<file path="src/rtl/average4_pkg.sv">
// Shared constants and types for the tap accumulator and its round/clip stage.
package average4_pkg;
  localparam int PROD_W    = 16;
  localparam int ACC_W     = 18;
  localparam int SAMPLE_W  = 8;
  localparam int SHIFT     = 6;
  localparam int NUM_TAPS  = 4;
  localparam int ROUND_OFS = 1 << (SHIFT - 1);
  localparam int CNT_W     = (NUM_TAPS > 1) ? $clog2(NUM_TAPS) : 1;

  typedef logic signed [PROD_W-1:0] prod_t;
  typedef logic signed [ACC_W-1:0]  acc_t;
  typedef logic        [SAMPLE_W-1:0] sample_t;
endpackage

</file>
<file path="src/rtl/filter_tap_accumulator_round_clip_unit.sv">
// round_clip_unit: combinational round-half-up, arithmetic shift and clip of a finished tap sum.
module round_clip_unit
  import average4_pkg::*;
(
  input  logic [ACC_W-1:0]    sum,
  output logic [SAMPLE_W-1:0] sample,
  output logic                clipped
);
  // One guard bit so adding the rounding offset to the largest sum cannot wrap.
  typedef logic signed [ACC_W:0] wide_t;

  localparam wide_t MAX_W = wide_t'((1 << SAMPLE_W) - 1);

  function automatic wide_t round_shift(input acc_t s);
    wide_t biased;
    biased = wide_t'(s) + wide_t'(ROUND_OFS);
    return biased >>> SHIFT;
  endfunction

  function automatic logic [SAMPLE_W:0] saturate(input wide_t r);
    if (r[ACC_W])
      return {1'b1, {SAMPLE_W{1'b0}}};
    else if (r > MAX_W)
      return {1'b1, {SAMPLE_W{1'b1}}};
    else
      return {1'b0, r[SAMPLE_W-1:0]};
  endfunction

  always_comb begin
    {clipped, sample} = saturate(round_shift(acc_t'(sum)));
  end
endmodule

</file>
<file path="src/rtl/filter_tap_accumulator.sv">
// Accumulates NUM_TAPS signed products per sample and emits a rounded, clipped pixel.
// Optional o_clipped status port is enabled with the macro FTA_CLIP_STATUS_EN.
module filter_tap_accumulator
  import average4_pkg::*;
(
  input  logic                clk,
  input  logic                rst_n,
  input  logic                i_clear,
  input  logic                p_valid,
  output logic                p_ready,
  input  logic [PROD_W-1:0]   p_data,
  output logic                o_valid,
  input  logic                o_ready,
  output logic [SAMPLE_W-1:0] o_sample
`ifdef FTA_CLIP_STATUS_EN
  ,
  output logic                o_clipped
`endif
);
  if (ACC_W < PROD_W + $clog2(NUM_TAPS)) begin : g_acc_w_check
    $error("ACC_W too narrow for NUM_TAPS products");
  end

  acc_t             acc;
  logic [CNT_W-1:0] tap_cnt;
  logic             last_tap;
  logic             accept;
  logic             complete;
  acc_t             ext;
  acc_t             sum;
  sample_t          rc_sample;

  assign last_tap = (tap_cnt == CNT_W'(NUM_TAPS - 1));
  // Only the completing tap waits on a stalled output; clear blocks all accepts.
  assign p_ready  = !i_clear && !(last_tap && o_valid && !o_ready);
  assign accept   = p_valid && p_ready;
  assign complete = accept && last_tap;
  assign ext      = acc_t'(prod_t'(p_data));
  assign sum      = (tap_cnt == '0) ? ext : acc + ext;

`ifdef FTA_CLIP_STATUS_EN
  logic rc_clipped;
`else
  logic rc_clipped_unused;
`endif

  round_clip_unit u_round_clip (
    .sum     (sum),
    .sample  (rc_sample),
`ifdef FTA_CLIP_STATUS_EN
    .clipped (rc_clipped)
`else
    .clipped (rc_clipped_unused)
`endif
  );

  // Accumulate stage
  always_ff @(posedge clk) begin
    if (!rst_n) begin
      acc     <= '0;
      tap_cnt <= '0;
    end else if (i_clear) begin
      acc     <= '0;
      tap_cnt <= '0;
    end else if (accept) begin
      acc     <= sum;
      tap_cnt <= last_tap ? '0 : tap_cnt + 1'b1;
    end
  end

  // Output register stage
  always_ff @(posedge clk) begin
    if (!rst_n) begin
      o_valid   <= 1'b0;
      o_sample  <= '0;
`ifdef FTA_CLIP_STATUS_EN
      o_clipped <= 1'b0;
`endif
    end else if (complete) begin
      o_valid   <= 1'b1;
      o_sample  <= rc_sample;
`ifdef FTA_CLIP_STATUS_EN
      o_clipped <= rc_clipped;
`endif
    end else if (o_valid && o_ready) begin
      o_valid   <= 1'b0;
    end
  end
endmodule

</file>
<file path="config.mk">
export PLATFORM = sky130hd
export DESIGN_NAME = filter_tap_accumulator
export DESIGN_NICKNAME = d
export VERILOG_FILES = /design/src/rtl/average4_pkg.sv /design/src/rtl/filter_tap_accumulator_round_clip_unit.sv /design/src/rtl/filter_tap_accumulator.sv
export SDC_FILE = /design/constraint.sdc
export NUM_CORES = 1
export LEC_CHECK = 0
export BUFFER_PORTS_ARGS = -buffer_cell sky130_fd_sc_hd__buf_2
export CORE_ASPECT_RATIO = 0.6
export CORE_UTILIZATION = 47
export CTS_BUF_LIST = sky130_fd_sc_hd__clkbuf_8 sky130_fd_sc_hd__clkbuf_16
export DETAILED_ROUTE_END_ITERATION = 6
export PLACE_DENSITY = 0.67
export RECOVER_POWER = 100
export SYNTH_ARGS = -nofsm -noshare
export SYNTH_HDL_FRONTEND = slang
export SYNTH_SLANG_ARGS = --single-unit
</file>
<file path="constraint.sdc">
create_clock -name clk -period 9.6 [get_ports clk]
set_input_delay 1.92 -clock clk [delete_from_list [all_inputs] [get_ports clk]]
set_output_delay 1.92 -clock clk [all_outputs]
set_load 0.01 [all_outputs]
</file>
# Yosys cells after proc, flatten, opt, wreduce, memory -nomap -nowiden
# Cells that the tools add are included.
# classes
add_sub_neg	3
order_cmp	1
n_eq_ne	1
n_mux	6
bitwise	1
reduce_logical	12
# op_table
cell	n
18-bit by 7-bit adder with 19-bit output, second input constant	1
18-bit by 16-bit adder with 18-bit output	1
18-bit 2-to-1 mux	1
8-bit 2-to-1 mux	2
13-bit by 9-bit greater-than comparator with 1-bit output, second input constant	1
1-bit logical AND	6
1-bit logical NOT	3
2-bit by 1-bit adder with 2-bit output, second input constant	1
2-bit equality test, second input constant	1
2-bit logical NOT	1
1-bit 2-to-1 mux	2
2-bit 2-to-1 mux	1
2-bit nonzero test	1
2-bit OR reduction	1
1-bit inverter	1
# totals
ff_bits	29
input_bits	21
out_inout_bits	10

# Longest topological paths before layout
# Gate-level depths: netlist of the first run.
# logic_depth
ltp_word	8
mapped_depth	14
mapped_depth_nobuf	14

# Hierarchy
# A second synthesis of the first run with hierarchy kept.
# hier_totals
cells_unflattened	361
hier_area_um2	2730.1
# modules_own_cells
mod	n_inst	cells_per_inst	area_each_um2
filter_tap_accumulator	1	317	2444.8
round_clip_unit	1	44	285.3

# Worst setup path after synthesis of the first run
# OpenSTA, ideal clock, no wires.
# synth_timing
path_type	in2reg
start	in p_data[0]
end	reg o_sample[0]
setup_time_ns	0.125
t_arrival_ns	4.663
slack_ns	4.813
stages	13
n_path_buf	0
cell_sequence	ha_1 -> inv_1 -> fa_1 -> nand2b_1 -> a21o_1 -> a21o_1 -> nand3_1 -> or4b_1 -> a2111o_1 -> nand2b_4 -> mux2i_4 -> o311ai_1 -> a21boi_1
# synth_via
elab_chain_len	6
# synth_lines
item	line_no	source
from (decl)	filter_tap_accumulator.sv:11	input logic [PROD_W-1:0] p_data,
18-bit by 16-bit adder with 18-bit output	filter_tap_accumulator.sv:39	assign sum = (tap_cnt == '0) ? ext : acc + ext;
18-bit 2-to-1 mux (*)	filter_tap_accumulator.sv:39	
18-bit by 7-bit adder with 19-bit output (*)	filter_tap_accumulator_round_clip_unit.sv:16	biased = wide_t'(s) + wide_t'(ROUND_OFS);
13-bit by 9-bit greater-than comparator with 1-bit output	filter_tap_accumulator_round_clip_unit.sv:23	else if (r > MAX_W)
8-bit 2-to-1 mux	filter_tap_accumulator_round_clip_unit.sv:23	
8-bit 2-to-1 mux (*)	filter_tap_accumulator_round_clip_unit.sv:21	if (r[ACC_W])
to (signal assigned)	filter_tap_accumulator.sv:81	o_sample <= rc_sample;
to (decl)	filter_tap_accumulator.sv:14	output logic [SAMPLE_W-1:0] o_sample
# Mark *: on every way between the ends. The rest lies on a longest branch, timed or not.
# A chain may end at the register's enable or synchronous reset.

# Final worst setup path of the first run
# layout_timing
start	in p_data[1]
end	reg o_sample[0]
# The elaborated chain is that of the path after synthesis.

==> metrics list, run 1 <==
- Outcome: complete, no violations
- In this run the worst path has a maximum fanout of 8.
* Yosys synthesis warning count: 0
* Post-synth top flop: sky130_fd_sc_hd__dfxtp_1
* Count of hold-fix buffers inserted at cts: 0
- Category of the critical setup timing path: input port to flip-flop
- Once detail routing completed, the nets flagged for antenna violations numbered 0.
- The die covers 0.00579 mm^2.
* Total global routing track utilization: 24.7%
* Type of the worst min-delay path: flip-flop to flip-flop
- Of the synthesized area, sequential elements account for 22.5%.
- The first routing iteration left 149 violations.
* Highest metal used: met4
- The pre-antenna-repair detailed-routing pass consisted of 4 iterations.
- Startpoint class of the critical path: input port
- Die width: 97.6 um
- Power spread over the standard cell area amounts to 122 mW/mm^2.
- In this run the core area contains 20 standard-cell rows.
- Port buffer count: 30
- Syn_area_per_cell: 7.90 um^2
* Starting density of the core: 50.0%
* Synth-to-layout area growth: 8.84%
- Post-Synthesis Cells: 326
- After detailed routing, the met2 layer carries 2510 um of wire.
- Final Hold Vio Count: 0
- In the routed design, unresolved DRC markers number 0.
- Diode count: 0
- Unique masters post-synth: 67
* Final critical path time including I/O delays and setup: 5370 ps
* Worst-case setup margin in the final layout: 4230 ps
- The clock reaches the later pin of the worst-skew pair after 290 ps.
- Gates resized during post-CTS repair numbered 0.
- Leakage component of the power: 0.00114 uW
- The floorplan step set the die height to 59.3 um.
- Post-CTS Setup Inserts: 0
* IO Count: 31
- Via/cell ratio: 5.96
- Antenna violations before repair: 0
- After the last flow step, the layout net total stands at 395.
- The first global-routing pass estimated 11,100 um of wire.
- The tree is rooted in a sky130_fd_sc_hd__clkbuf_8.
- Wirelength per Cell: 16.1 um
* Clk sinks: 29
* Placeable core region: 0.00515 mm^2
* Clock tree from TritonCTS: yes
* Share of cells above drive strength 1: 13.6%
* GRT Residual Overflow: 0
- Power comes to 341 uW.
- Sum of net half-perimeters after detailed placement: 4970 um
* Unrepaired setup endpoints after global routing: false
- Number of buffers on the longest clock path: 2
- Net Count, Synth: 368
- Across the run, the number of max-cap violations was 0.
* Slowest CP cell: sky130_fd_sc_hd__or4b_1
- For this run, the top clock speed supported by timing is 0.186 GHz.
- Largest net degree at the start of global routing: 33
- Number of enable-type register cells in the synthesized netlist: 0
* Worst Skew: 7.17 ps
* Total routed wire length on the met1 layer: 3500 um
* Leading cell type in the layout, fill and taps excluded: sky130_fd_sc_hd__nor2_1
- Post-synthesis cell area: 0.00257 mm^2
- Number of max-slew violations in the final report: 0
* Worst slew pin tran: 1450 ps
- Synth Register Bits: 29
- Worst rel slew slack: 3.11%
- VDD sags by at most 0.0541 mV.
- Fillcell total: 500
- Final routed wirelength across all metal layers: 6760 um
- In the layout the commonest cells are sky130_fd_sc_hd__nor2_1 (40), sky130_fd_sc_hd__dfxtp_1 (29), sky130_fd_sc_hd__nand2_1 (28), sky130_fd_sc_hd__a21oi_1 (22), sky130_fd_sc_hd__ha_1 (20).
* Share of async-settable or async-resettable flops after synthesis: 0%
- Worst-path clk slew: 70 ps
* Met3 wirelength from detailed routing: 661 um
* Combined area of the multi-input logic cells: 0.00184 mm^2
- Worst setup slack before clock tree synthesis: 4460 ps
- Post-route clock period utilization: 55.9%
* Max incr delay on CP: 480 ps
- Number of vias after detailed routing: 2,505
- CP required: 9820 ps
- Sequential cell area: 581 um^2
* Cell breakdown of the critical path: clkbuf_1, ha_1, a211oi_1, o211ai_1, and2_2, a211o_1, or4b_1, a2111o_1, nand4b_1, a21oi_1, o311ai_0, a21boi_1
* Setup violations, final: 0
- In this run, CTS created clock tree buffers numbering 5.
* Arrival @ worst endpoint: 5590 ps
* Number of global-route vias before repair: 2,257
- H-tree levels: 2
- Kind of capture point of the worst setup path: flip-flop
- Placer congestion estimate: 0.897
- Setup total negative slack on the finished layout was measured at 0 ps.
-- sequential cells by signal, summed over array words and instances (netlist names) --
signal / count
tap_cnt: 2
acc: 18
o_valid: 1
o_sample: 8
-- area by class of cell --
cell class,instances,area share [%]
timing repair buffer,31,5.09
clock inverter,2,1.34
sequential,29,20.7
tap,66,2.95
clock buffer,6,2.95
multi-input combinational,276,65.6
inverter,10,1.34
-- synth_stat cells, types with 3 or more instances --
cell type / count / area [um^2]
sky130_fd_sc_hd__nor2_1: 40 / 150
sky130_fd_sc_hd__dfxtp_1: 29 / 581
sky130_fd_sc_hd__nand2_1: 28 / 105
sky130_fd_sc_hd__a21oi_1: 21 / 105
sky130_fd_sc_hd__ha_1: 20 / 250
sky130_fd_sc_hd__o21ai_0: 18 / 90.1
sky130_fd_sc_hd__nor3_1: 15 / 75.1
sky130_fd_sc_hd__a211oi_1: 11 / 82.6
sky130_fd_sc_hd__and2_1: 10 / 62.6
sky130_fd_sc_hd__a21o_1: 9 / 67.6
sky130_fd_sc_hd__a21oi_2: 9 / 78.8
sky130_fd_sc_hd__inv_1: 9 / 33.8
sky130_fd_sc_hd__nand2b_1: 8 / 50.1
sky130_fd_sc_hd__xnor2_1: 7 / 61.3
sky130_fd_sc_hd__clkbuf_1: 6 / 22.5
sky130_fd_sc_hd__xor2_1: 5 / 43.8
sky130_fd_sc_hd__o211ai_1: 4 / 30.0
sky130_fd_sc_hd__o31ai_1: 4 / 30.0
sky130_fd_sc_hd__or3_1: 4 / 25.0
sky130_fd_sc_hd__a311oi_1: 3 / 26.3
sky130_fd_sc_hd__nand3_1: 3 / 15.0
sky130_fd_sc_hd__nand3b_1: 3 / 22.5
sky130_fd_sc_hd__o21a_1: 3 / 22.5
-- through the flow --
| step | hold WS (ps) | cell area (um^2) | utilization (%) | cells |
|---|---|---|---|---|
| 2_1_floorplan | 440 | 2570 | - | 326 |
| 3_3_place_gp | 444 | 2750 | 53.3 | 412 |
| 3_5_place_dp | 446 | 2750 | 53.3 | 412 |
| 4_1_cts | 459 | 2870 | 55.6 | 420 |
| 5_1_grt | 486 | 2800 | 54.4 | 420 |
| 6_report | 457 | 2800 | 54.4 | 420 |
-- kinds of logic after synthesis --
| family | count (synthesis) | synth area share [%] |
|---|---|---|
| muxes | 3 | 1.65 |
| adders and majority gates | 21 | 10.5 |
| DFF | 29 | 22.5 |
| xor gates and xnor gates | 12 | 4.08 |
| and+or+nand+nor | 129 | 25.6 |
| AOI/OAI and AO/OA | 111 | 31.5 |
| buffers and inverters | 21 | 4.13 |
-- worst paths after layout --
kind                     from           to  slack, ps  cells after the start
setup / recovery    p_data[1]  o_sample[0]       4230                     12
setup reg to reg       acc[1]  o_sample[0]       5670                     11
hold reg to reg   o_sample[0]  o_sample[0]        460                      2
hold / removal    o_sample[0]  o_sample[0]        460                      2
-- power by group --
part / internal, uW / switching [uW]
clock network: 84.4 / 55.1
logic: 29.1 / 47.9
registers: 123 / 1.68
-- routing by layer --
metal  up-vias  track usage, %
li1       1264               -
met1      1120            37.0
met2       110            33.5
met3        11            6.84
met4         0            7.98
met5         -               0
-- critical path, delay by kind of cell --
family,cells,cell delay (ps)
adders and majority gates,1,310
AOI/OAI and AO/OA,7,2270
buffers and inverters,1,100
and+or+nand+nor,3,980
No activity file was read; power rests on OpenSTA's default activity.
==> run 2: changes to the inputs <==
Settings changed: PLACE_DENSITY 0.67 to 0.69.
Clock period 9.6 ns to 4.47 ns, I/O delays scaled along.
==> metrics list, run 2 (synthesis results as in run 1) <==
* Type of the worst min-delay path: flip-flop to flip-flop
- Pwr dens: 240 mW/mm^2
- Entering global routing, the biggest net connects 26 pins.
- Worst-path clk slew: 70 ps
- Share of cells above drive strength 1: 13.7%
* Full die area: 0.00579 mm^2
- The H-tree generated during clock tree synthesis spans 2 levels.
- In the layout the commonest cells are sky130_fd_sc_hd__nor2_1 (40), sky130_fd_sc_hd__dfxtp_1 (29), sky130_fd_sc_hd__nand2_1 (28), sky130_fd_sc_hd__a21oi_1 (25), sky130_fd_sc_hd__ha_1 (20).
* Worst slew pin tran: 1250 ps
- Count of hold-fix buffers inserted at cts: 0
- Clk network pwr share: 35.6%
- Cell breakdown of the critical path: clkbuf_1, ha_1, a211oi_1, o211ai_1, and2_2, a211o_1, or4b_1, a2111o_1, nand4b_4, o21ai_0, nand2_2, a21oi_1
- Die width: 97.6 um
* Placed standard-cell area: 0.00278 mm^2
- 0 antenna diodes ended up in the layout.
- After detailed routing, the number of remaining DRC violations is 0.
- Number of buffers on the longest clock path: 2
- Maximum VDD drop: 0.110 mV
* Global-route wire length before repair: 11,000 um
* Starting density of the core: 50.0%
* Worst hold path depth: 2
* Number of vias after detailed routing: 2,514
- Setup violations, final: 0
* Setup tns final: 0 ps
* Net total in the final layout: 399
- End of the worst register-to-register path: o_sample[6]
- Pint: 453 uW
- Worst rel slew slack: 16.6%
- Data on the critical path arrives at its endpoint at 4120 ps.
- Worst-case setup margin in the final layout: 567 ps
* Design Power: 676 uW
* Via/cell ratio: 5.93
* CP required: 4690 ps
- Worst Skew: 6.89 ps
- Summed over all layers, the routed wires come to 6770 um.
- Category of the critical setup timing path: input port to flip-flop
- The detail route stage leaves a number of antenna-violating nets equal to 0.
- Start point of the worst min-delay path: o_sample[0]
- Max incr delay on CP: 480 ps
* Final critical path time including I/O delays and setup: 3900 ps
* Height of the die: 59.3 um
- Kind of capture point of the worst setup path: flip-flop
- The most critical setup path has its startpoint at p_data[1].
- Power spent charging and discharging nets: 223 uW
- Placeable core region: 0.00515 mm^2
- Summed over all cells, the static leakage comes to 0.00116 uW.
* Slowest CP cell: sky130_fd_sc_hd__or4b_1
- At the end of routability-driven placement, the weighted congestion stood at 0.871.
- The number of hold violations in the final report is 0.
* Unrepaired setup endpoints after global routing: false
* FF-to-FF setup slack: 980 ps
* Reg-to-reg critical path startpoint: acc[1]
* Post-CTS Setup Inserts: 0
- Startpoint class of the critical path: input port
- Hold path endpoint: o_sample[0]
* Switch share: 33.0%
* Peak Freq: 0.256 GHz
- Row generation in the floorplan step produced 20 rows.
- Outcome: complete, no violations
- The initial antenna violation count came to 0.
- Port buffer count: 30
- Largest registers: acc x18, o_sample x8, tap_cnt x2
- Number of global-route vias before repair: 2,174
- Across the run, the number of max-cap violations was 0.
- Number of flip-flops under the largest register name: 18
* Total global routing track utilization: 24.5%
- Relative contribution of combinational cells to total power: 24.9%
* Post-route cell area: 0.00282 mm^2
* Post-CTS Resized: 0
* Clock tree from TritonCTS: yes
- DP Cell Count: 416
* IO Count: 31
- Sum of net half-perimeters after detailed placement: 5100 um
* DRT iter0 DRCs: 169
- After global routing the overflow that remains totals 0.
- CTS Root Buffer Type: sky130_fd_sc_hd__clkbuf_8
* Clk sinks: 29
- Sequential cells burn 39.5% of the power.
- The finished layout holds 424 standard cells, fillers aside.
* Post-route clock period utilization: 87.3%
- Of all nets on the critical path, the largest fanout is 7.
- Number of buffers inserted during clock tree synthesis: 5
- Number of detailed-routing iterations run before antenna repair: 7
- Timing analysis after detailed placement gives a worst setup slack of 425 ps.
- Biggest register: acc
- Leaving out fill and tap cells, the most frequent cell in the layout is sky130_fd_sc_hd__nor2_1.
- The final max-slew violation count came to 0.
- Synth-to-layout area growth: 9.38%
- Depth of the most critical reg-to-reg path: 11
- After detailed routing, the average wire length per cell comes to 16.0 um.
- For the worst-skew pair, the clock arrives at the later sink with an insertion delay of 290 ps.
[run 2: changes by cell type in the layout (fill, tap and decap cells not counted), sizes merged]
| cell | before | now |
|---|---|---|
| buf | 19 | 22 |
| clkinv | 1 | 3 |
| bufinv | 1 | 0 |
| clkbuf | 18 | 19 |
| clkinvlp | 1 | 0 |
[run 2: critical path: cells and delay by family]
| kind | cells | cell delay, ps |
|---|---|---|
| simple gates | 4 | 1120 |
| compound gates | 6 | 1690 |
| fa+ha+maj | 1 | 310 |
| buf+inv | 1 | 100 |
[run 2: layout make-up]
cell class | count | area (um^2)
inverters | 10 | 37.5
repair buffers | 35 | 169
fillers | 534 | 2340
multi-input cells | 276 | 1850
well taps | 66 | 82.6
flip-flops and latches | 29 | 581
clock buffers | 6 | 82.6
clock inverters | 2 | 13.8
[run 2: routing by layer]
metal | GRT usage, % | up-vias | wire, um
met2 | 35.4 | 87 | 2540
li1 | - | 1269 | -
met3 | 5.07 | 10 | 456
met4 | 4.83 | 0 | 59
met5 | 0 | - | 0
met1 | 37.5 | 1148 | 3720
[run 2: how the worst max path moves through the flow]
| stage | slack [ps] | cells after the start | endpoint |
|---|---|---|---|
| 5_1_grt | 240 | 12 | o_sample[7] |
| 6_report | 570 | 12 | o_sample[6] |
| 4_1_cts | 710 | 14 | o_sample[0] |
| 2_1_floorplan | 710 | 13 | o_sample[0] |
| 3_5_place_dp | 430 | 14 | o_sample[0] |
| 3_3_place_gp | 450 | 12 | o_sample[0] |
[run 2: power by group through the flow]
stage / registers (uW) / clock network [uW] / logic [uW]
after CTS: 267 / 246 / 170
after floorplan: 272 / 0 / 124
final: 267 / 241 / 168
after detailed placement: 273 / 0 / 169
after global routing: 268 / 258 / 186
after global placement: 273 / 0 / 166
[run 2: through the flow]
step	util [%]	hold slack, ps
2_1_floorplan	-	440
3_3_place_gp	53.9	449
3_5_place_dp	53.9	444
4_1_cts	55.7	456
5_1_grt	54.6	481
6_report	54.6	456
